[config.mk]
export PLATFORM = sky130hd
export DESIGN_NAME = mem_dump_streamer_flat
export DESIGN_NICKNAME = d
export VERILOG_FILES = /design/src/rtl/mem_dump_pkg.sv /design/src/rtl/mem_dump_streamer_if.sv /design/src/rtl/mem_dump_fifo2.sv /design/src/rtl/mem_dump_streamer.sv /design/src/flat_wrapper.sv
export SDC_FILE = /design/constraint.sdc
export NUM_CORES = 1
export LEC_CHECK = 0
export CAP_MARGIN = 20
export CORE_MARGIN = 1
export CORE_UTILIZATION = 54
export CTS_CLUSTER_SIZE = 16
export DETAILED_ROUTE_END_ITERATION = 8
export GPL_TIMING_DRIVEN = 0
export MAX_ROUTING_LAYER = met4
export PLACE_DENSITY_LB_ADDON = 0.15
export SYNTH_ARGS = -nofsm -noshare
export SYNTH_HDL_FRONTEND = slang
export SYNTH_SLANG_ARGS = --single-unit
[constraint.sdc]
create_clock -name clk1 -period 4.46 [get_ports clk1]
set_clock_uncertainty 0.05 [all_clocks]
set_input_delay 0.892 -clock clk1 [delete_from_list [all_inputs] [get_ports clk1]]
set_output_delay 0.892 -clock clk1 [all_outputs]
set_load 0.01 [all_outputs]
[src/rtl/mem_dump_pkg.sv]
// Shared types and default widths for the data-memory dump streamer.
package mem_dump_pkg;

  localparam int DATA_W_DEF = 32;
  localparam int ADDR_W_DEF = 10;
  localparam int CNT_W_DEF  = 11;

  typedef enum logic [1:0] {
    IDLE  = 2'd0,
    READ  = 2'd1,
    DRAIN = 2'd2,
    DONE  = 2'd3
  } state_e;

endpackage

[src/rtl/mem_dump_streamer_if.sv]
// Memory read port plus outgoing word stream of the dump streamer.
interface mem_dump_streamer_if #(
  parameter int DATA_W = 32,
  parameter int ADDR_W = 10
);
  logic              mem_rd_en;
  logic [ADDR_W-1:0] mem_rd_addr;
  logic [DATA_W-1:0] mem_rd_data;
  logic              out_valid;
  logic              out_ready;
  logic [DATA_W-1:0] out_data;
  logic [ADDR_W-1:0] out_addr;
  logic              out_last;

  modport master (
    output mem_rd_en, mem_rd_addr,
    input  mem_rd_data,
    output out_valid, out_data, out_addr, out_last,
    input  out_ready
  );

  modport slave (
    input  mem_rd_en, mem_rd_addr,
    output mem_rd_data,
    input  out_valid, out_data, out_addr, out_last,
    output out_ready
  );
endinterface

[src/rtl/mem_dump_fifo2.sv]
// Two-entry FIFO holding words returned from memory until the consumer takes them.
module mem_dump_fifo2 #(
  parameter int W = 43
) (
  input  logic         clk1,
  input  logic         reset,
  input  logic         push,
  input  logic [W-1:0] din,
  input  logic         pop,
  output logic [W-1:0] dout,
  output logic         full,
  output logic         empty,
  output logic [1:0]   cnt
);

  logic [W-1:0] mem_q [2];
  logic [W-1:0] mem_d [2];
  logic         wr_ptr_q, wr_ptr_d;
  logic         rd_ptr_q, rd_ptr_d;
  logic [1:0]   cnt_q, cnt_d;

  // next pointers, occupancy and storage contents
  always_comb begin
    mem_d    = mem_q;
    wr_ptr_d = wr_ptr_q;
    rd_ptr_d = rd_ptr_q;
    cnt_d    = cnt_q + {1'b0, push} - {1'b0, pop};
    if (push) begin
      mem_d[wr_ptr_q] = din;
      wr_ptr_d        = ~wr_ptr_q;
    end
    if (pop) begin
      rd_ptr_d = ~rd_ptr_q;
    end
  end

  // pointer and occupancy registers, flushed on reset
  always_ff @(posedge clk1) begin
    if (reset) begin
      wr_ptr_q <= 1'b0;
      rd_ptr_q <= 1'b0;
      cnt_q    <= 2'd0;
    end else begin
      wr_ptr_q <= wr_ptr_d;
      rd_ptr_q <= rd_ptr_d;
      cnt_q    <= cnt_d;
    end
  end

  // storage needs no reset: it is only visible through a non-empty head
  always_ff @(posedge clk1) begin
    mem_q <= mem_d;
  end

  assign dout  = mem_q[rd_ptr_q];
  assign full  = (cnt_q == 2'd2);
  assign empty = (cnt_q == 2'd0);
  assign cnt   = cnt_q;

endmodule

[src/rtl/mem_dump_streamer.sv]
// Walks data memory after processor halt, streams words out in address order
// and tracks whether the sequence is non-decreasing (signed).
//
//  state | meaning
//  IDLE  | waiting for halted rising edge
//  READ  | issuing reads, limited to two words held or in flight
//  DRAIN | all reads issued, waiting for the last beat to be accepted
//  DONE  | result valid; a new halted rising edge restarts
module mem_dump_streamer
  import mem_dump_pkg::*;
#(
  parameter int DATA_W = DATA_W_DEF,
  parameter int ADDR_W = ADDR_W_DEF,
  parameter int CNT_W  = CNT_W_DEF
) (
  input  logic                 clk1,
  input  logic                 reset,
  input  logic                 halted,
  input  logic [ADDR_W-1:0]    base_addr,
  input  logic [CNT_W-1:0]     count,
  mem_dump_streamer_if.master  bus,
  output logic                 busy,
  output logic                 done,
  output logic                 sorted_ok,
  output logic [CNT_W-1:0]     inversions
);

  localparam int FW = DATA_W + ADDR_W + 1;

  state_e             state_q, state_d;
  logic               halted_q, halted_d;
  logic [ADDR_W-1:0]  addr_q, addr_d;
  logic [CNT_W-1:0]   remain_q, remain_d;
  logic               pend_q, pend_d;
  logic [ADDR_W-1:0]  pend_addr_q, pend_addr_d;
  logic               pend_last_q, pend_last_d;
  logic [DATA_W-1:0]  prev_q, prev_d;
  logic               have_prev_q, have_prev_d;
  logic               sorted_q, sorted_d;
  logic [CNT_W-1:0]   inv_q, inv_d;

  logic               start, launch, rd_en, pop, last_pop;
  logic [1:0]         fifo_cnt;
  logic               fifo_full, fifo_empty;
  logic [FW-1:0]      fifo_din, fifo_dout;
  logic [DATA_W-1:0]  head_data;
  logic [ADDR_W-1:0]  head_addr;
  logic               head_last;
  logic [2:0]         credit_used;

  assign halted_d = halted;
  assign start    = halted & ~halted_q;
  assign launch   = start & ((state_q == IDLE) | (state_q == DONE));
  assign pop      = ~fifo_empty & bus.out_ready;
  assign {head_last, head_addr, head_data} = fifo_dout;
  assign last_pop = pop & head_last;
  assign fifo_din = {pend_last_q, pend_addr_q, bus.mem_rd_data};

  // the word leaving this cycle frees its slot, which keeps one beat per cycle
  assign credit_used = {1'b0, fifo_cnt} + {2'b00, pend_q} - {2'b00, pop};
  assign rd_en       = (state_q == READ) && (credit_used < 3'd2) && !(fifo_full && !pop);

  mem_dump_fifo2 #(.W(FW)) u_fifo (
    .clk1  (clk1),
    .reset (reset),
    .push  (pend_q),
    .din   (fifo_din),
    .pop   (pop),
    .dout  (fifo_dout),
    .full  (fifo_full),
    .empty (fifo_empty),
    .cnt   (fifo_cnt)
  );

  // FSM state register
  always_ff @(posedge clk1) begin
    if (reset) state_q <= IDLE;
    else       state_q <= state_d;
  end

  // FSM next-state logic; halted edges outside IDLE/DONE are ignored
  always_comb begin
    state_d = state_q;
    case (state_q)
      IDLE, DONE: if (start) state_d = (count == '0) ? DONE : READ;
      READ:       if (rd_en && (remain_q == CNT_W'(1))) state_d = DRAIN;
      DRAIN:      if (last_pop) state_d = DONE;
      default:    state_d = IDLE;
    endcase
  end

  // FSM and stream outputs; the head is masked to zero while nothing is held
  always_comb begin
    busy            = (state_q == READ) || (state_q == DRAIN);
    done            = (state_q == DONE);
    bus.mem_rd_en   = rd_en;
    bus.mem_rd_addr = addr_q;
    bus.out_valid   = ~fifo_empty;
    bus.out_data    = fifo_empty ? '0 : head_data;
    bus.out_addr    = fifo_empty ? '0 : head_addr;
    bus.out_last    = fifo_empty ? 1'b0 : head_last;
    sorted_ok       = sorted_q;
    inversions      = inv_q;
  end

  // read address walk, in-flight tag and order checker
  always_comb begin
    addr_d      = addr_q;
    remain_d    = remain_q;
    pend_d      = rd_en;
    pend_addr_d = addr_q;
    pend_last_d = (remain_q == CNT_W'(1));
    prev_d      = prev_q;
    have_prev_d = have_prev_q;
    sorted_d    = sorted_q;
    inv_d       = inv_q;
    if (launch) begin
      addr_d      = base_addr;
      remain_d    = count;
      sorted_d    = 1'b1;
      inv_d       = '0;
      have_prev_d = 1'b0;
    end
    if (rd_en) begin
      addr_d   = addr_q + ADDR_W'(1);
      remain_d = remain_q - CNT_W'(1);
    end
    if (pop) begin
      if (have_prev_q && ($signed(head_data) < $signed(prev_q))) begin
        sorted_d = 1'b0;
        if (inv_q != '1) inv_d = inv_q + CNT_W'(1);
      end
      prev_d      = head_data;
      have_prev_d = 1'b1;
    end
  end

  // datapath registers
  always_ff @(posedge clk1) begin
    if (reset) begin
      halted_q    <= 1'b0;
      addr_q      <= '0;
      remain_q    <= '0;
      pend_q      <= 1'b0;
      pend_addr_q <= '0;
      pend_last_q <= 1'b0;
      prev_q      <= '0;
      have_prev_q <= 1'b0;
      sorted_q    <= 1'b1;
      inv_q       <= '0;
    end else begin
      halted_q    <= halted_d;
      addr_q      <= addr_d;
      remain_q    <= remain_d;
      pend_q      <= pend_d;
      pend_addr_q <= pend_addr_d;
      pend_last_q <= pend_last_d;
      prev_q      <= prev_d;
      have_prev_q <= have_prev_d;
      sorted_q    <= sorted_d;
      inv_q       <= inv_d;
    end
  end

endmodule
[src/flat_wrapper.sv]
// flat-port wrapper written by rule: the top's interface ports become plain ports
module mem_dump_streamer_flat import mem_dump_pkg::*;
#(
  parameter int DATA_W = DATA_W_DEF,
  parameter int ADDR_W = ADDR_W_DEF,
  parameter int CNT_W  = CNT_W_DEF
)
  (clk1, reset, halted, base_addr, count, busy, done, sorted_ok, inversions, bus_mem_rd_en, bus_mem_rd_addr, bus_mem_rd_data, bus_out_valid, bus_out_data, bus_out_addr, bus_out_last, bus_out_ready);
  mem_dump_streamer_if #(.DATA_W(DATA_W), .ADDR_W(ADDR_W)) bus_i ();
  input  logic clk1;
  input  logic reset;
  input  logic halted;
  input  logic [ADDR_W-1:0] base_addr;
  input  logic [CNT_W-1:0] count;
  output logic busy;
  output logic done;
  output logic sorted_ok;
  output logic [CNT_W-1:0] inversions;
  output wire logic [$bits(bus_i.mem_rd_en)-1:0] bus_mem_rd_en;
  output wire logic [$bits(bus_i.mem_rd_addr)-1:0] bus_mem_rd_addr;
  input wire logic [$bits(bus_i.mem_rd_data)-1:0] bus_mem_rd_data;
  output wire logic [$bits(bus_i.out_valid)-1:0] bus_out_valid;
  output wire logic [$bits(bus_i.out_data)-1:0] bus_out_data;
  output wire logic [$bits(bus_i.out_addr)-1:0] bus_out_addr;
  output wire logic [$bits(bus_i.out_last)-1:0] bus_out_last;
  input wire logic [$bits(bus_i.out_ready)-1:0] bus_out_ready;
  assign bus_mem_rd_en = bus_i.mem_rd_en;
  assign bus_mem_rd_addr = bus_i.mem_rd_addr;
  assign bus_i.mem_rd_data = bus_mem_rd_data;
  assign bus_out_valid = bus_i.out_valid;
  assign bus_out_data = bus_i.out_data;
  assign bus_out_addr = bus_i.out_addr;
  assign bus_out_last = bus_i.out_last;
  assign bus_i.out_ready = bus_out_ready;
  mem_dump_streamer #(.DATA_W(DATA_W), .ADDR_W(ADDR_W), .CNT_W(CNT_W)) u_core (.clk1(clk1), .reset(reset), .halted(halted), .base_addr(base_addr), .count(count), .bus(bus_i), .busy(busy), .done(done), .sorted_ok(sorted_ok), .inversions(inversions));
endmodule
==> flow_metrics.env <==
export IMPL_p_per_area_nw_per_um2=626
export IMPL_pre_cts_ws_ps=-1340
export IMPL_final_cell_mix="clkdlybuf4s50_1 (122), nor2_1 (113), edfxtp_1 (86), dfxtp_1 (85), inv_1 (77)"
export IMPL_start_kind="input port"
export IMPL_critical_path_class="input port to output pin"
export IMPL_highest_layer="met4"
export IMPL_dpl_cell_count=1048
export IMPL_status="finished clean"
export IMPL_grt_pass1_wl_um=28900
export IMPL_path_max_fanout=10
export IMPL_maxSlewHeadroom_pct=51.2
export IMPL_wl_met1_um=7630
export IMPL_cts_num_sinks=171
export IMPL_die_x_um=122
export IMPL_dieArea_um2=14900
export IMPL_routed_wl_um=18000
export IMPL_synth_enable_flop_cells=86
export IMPL_track_usage_pct=26.1
export IMPL_cp_data_required_time_ps=3520
export IMPL_dr_wl_met3_um=791
export IMPL_cts_buffers=17
export IMPL_syn_to_final_growth_pct=27.7
export IMPL_worst_pin_slew_ps=732
export IMPL_hold_viol_final=0
export IMPL_async_reset_ff_share_pct=0
export IMPL_drive_gt1_share_pct=6.85
export IMPL_cts_tree="built"
export IMPL_p_int_mw=3.90
export IMPL_setup_viol=0
export IMPL_synth_compound_area_share_pct=12.4
export IMPL_yosys_most_used_dff="edfxtp_1"
export IMPL_cp_num_buf_inv=7
export IMPL_post_dp_cell_area_um2=9290
export IMPL_drc_errors=0
export IMPL_finalCriticalPeriod_ps=4290
export IMPL_synth_top_family_by_area="simple AND/OR/NAND/NOR gates"
export IMPL_antenna_left=0
export IMPL_clockBufferDepth=2
export IMPL_port_buffers=124
export IMPL_hold_depth=0
export IMPL_final_nets=991
export IMPL_end_kind="output pin"
export IMPL_drt_first_iter_violations=396
export IMPL_clkPwrFrac_pct=22.7
export IMPL_stdcell_area_um2=9930
export IMPL_path_delay_family="buffers and inverters"
export IMPL_cts_hold_buf=0
export IMPL_ys_seq_area_share_pct=55.1
export IMPL_synth_seq_cells=171
export IMPL_regArea_um2=4280
export IMPL_r2r_end="u_core.inversions[1]$_SDFF_PP0_"
export IMPL_reg2regPathDepth=14
export IMPL_setup_ws_ps=171
export IMPL_r2r_start="u_core.u_fifo.rd_ptr_q$_SDFFE_PP0P_"
export IMPL_grt_max_degree=30
export IMPL_yosys_area_share_simple_pct=14.1
export IMPL_r2r_slack_ps=390
export IMPL_vias=6006
export IMPL_p_sw_mw=2.31
export IMPL_hold_start="u_core.pend_addr_q[7]$_SDFF_PP0_"
export IMPL_grt_ovfl_total=0
export IMPL_grt_antenna_before_repair=0
export IMPL_rsz0062_at_grt="false"
export IMPL_synthCells=742
export IMPL_rows=43
export IMPL_clock_latency_ps=430
export IMPL_cts_root_buffer="clkbuf_16"
export IMPL_gp_congestion=0.879
export IMPL_post_route_period_util_pct=96.2
export IMPL_post_synth_num_cell_types=53
export IMPL_htree_levels=4
export IMPL_first_pass_iters=5
export IMPL_holdWs_ps=380
export IMPL_syn_area_per_cell_um2=10.5
export IMPL_setup_tns_ps=0
export IMPL_hold_class="flop to flop"
export IMPL_slew_violations=0
export IMPL_multi_input_area_um2=3080
export IMPL_ios=126
export IMPL_hold_end="u_core.u_fifo.mem_q[82]$_DFFE_PP_"
export IMPL_max_freq_ghz=0.233
export IMPL_fin_util_pct=71.0
export IMPL_syn_nets=841
export IMPL_comb_power_share_pct=42.8
export IMPL_switching_share_pct=37.2
export IMPL_die_h_um=122
export IMPL_synth_xor_area_share_pct=0.225
export IMPL_fin_cells=1085
export IMPL_grt_pass1_vias=6096
export IMPL_core_um2=14000
export IMPL_routed_via_density=5.54
export IMPL_fillers=1034
export IMPL_synth_area_um2=7770
export IMPL_wl_per_cell_um=16.6
export IMPL_drv_cap=0
export IMPL_dp_hpwl_um=13000
export IMPL_p_leak_nw=3.55
export IMPL_synth_fa_ha_area_share_pct=6.86
export IMPL_antenna_cells=0
export IMPL_crit_arrival_ps=3350
export IMPL_crit_path_top_delay_cell="fa_1"
export IMPL_final_common_cell="clkdlybuf4s50_1"
export IMPL_synthMuxAreaShare_pct=5.81
export IMPL_vdd_drop_max_uv=404
export IMPL_slowest_delay_ps=380
export IMPL_start_util_pct=55.6
export IMPL_path_clk_slew_ps=60
export IMPL_p_total_mw=6.21
export IMPL_cp_cell_sequence="dlygate4sd2_1 -> nand2_2 -> clkinvlp_4 -> clkbuf_8 -> ha_1 -> inv_1 -> ha_1 -> fa_1 -> mux2_2 -> nand3b_1 -> inv_2 -> clkbuf_8 -> dlygate4sd2_1"
export IMPL_wl_met2_um=9060
export IMPL_yosysWarnings=0
export IMPL_pwr_share_seq_pct=34.4
-- area by class of cell --
type                    count  share of cell area [%]
well taps                 180                    2.27
repair buffers            132                    13.3
flip-flops and latches    171                    43.2
multi-input cells         458                    31.0
plain buffers              33                    1.52
clock inverters            15                    1.40
inverters                  79                    3.02
clock buffers              17                    4.28
-- how the worst max path moves through the flow --
stage                                        startpoint                               to  slack [ps]  cells past startpoint
finish                                    bus_out_ready                    bus_mem_rd_en         170                     13
global route        u_core.u_fifo.rd_ptr_q$_SDFFE_PP0P_  u_core.inversions[2]$_SDFF_PP0_          10                     14
CTS                     u_core.u_fifo.cnt[1]$_SDFF_PP0_                    bus_mem_rd_en         150                     14
detailed placement                        bus_out_ready                    bus_mem_rd_en       -1340                     15
global placement                          bus_out_ready                    bus_mem_rd_en       -1220                     15
floorplan                                 bus_out_ready                    bus_mem_rd_en         430                     13
-- sequential cells by signal, indices dropped and copies added (netlist names) --
signal / count
u_core.have_prev_q: 1
u_core.halted_q: 1
u_core.pend_q: 1
u_core.sorted_ok: 1
u_core.pend_last_q: 1
u_core.state_q: 2
u_core.u_fifo.mem_q: 86
u_core.u_fifo.rd_ptr_q: 1
u_core.remain_q: 11
u_core.pend_addr_q: 10
u_core.u_fifo.wr_ptr_q: 1
u_core.bus.mem_rd_addr: 10
u_core.inversions: 11
u_core.prev_q: 32
u_core.u_fifo.cnt: 2
-- cell usage after synthesis (2+ instances only) --
cell type  instances  area, um^2
xnor2_1            2        17.5
a22oi_1            2        15.0
and2_1             7        43.8
a31oi_1            4        25.0
buf_2              2        10.0
o221ai_1           3        26.3
o21ai_0           22         110
nand2_1           23        86.3
or3b_1             3        26.3
a21o_1             9        67.6
a211oi_1          37         278
nor2b_1           14        87.6
clkbuf_1          25        93.8
a21oi_1           36         180
nand3b_1           2        15.0
inv_1             79         297
nand4_1            4        25.0
or2_2              4        25.0
nor3_1             8        40.0
a311oi_1           5        43.8
nor2_1           115         432
dfxtp_1           85        1700
edfxtp_1          86        2580
nand2b_1           5        31.3
a221oi_1           8        70.1
ha_1              41         513
or3_1              3        18.8
o211ai_1           3        22.5
nor4_1             4        25.0
buf_1              6        22.5
nor3b_1            5        37.5
nand3_1           17        85.1
and3_1            10        62.6
mux2i_1           44         440
-- per-layer routing --
layer	GRT usage (%)	vias up
met5	-	-
met4	12.0	0
met3	4.73	37
met2	43.4	164
met1	30.7	2874
li1	-	2931
-- power groups by stage --
stage	clock network, mW	registers [mW]	logic, mW
CTS	1.43	2.13	2.63
finish	1.41	2.14	2.66
global placement	0	2.15	2.46
floorplan	0	2.13	1.59
global route	1.49	2.17	2.95
detailed placement	0	2.16	2.57
-- cells by family (layout without fill, tap and decap cells) --
family,Yosys count,count (layout)
adder cells (fa/ha/maj),42,42
flip-flops,171,171
multiplexers,45,45
XOR/XNOR,2,2
buffers and inverters,113,276
AND/OR/NAND/NOR,229,229
AO/OA/AOI/OAI,140,140
-- timing repair --
action / CTS / global route
setup endpoints to repair: 19 / 2
pin swaps: 2 / 1
resized for setup: 13 / 1
buffers inserted: 4 / 2
No activity file was read; power rests on OpenSTA's default activity.
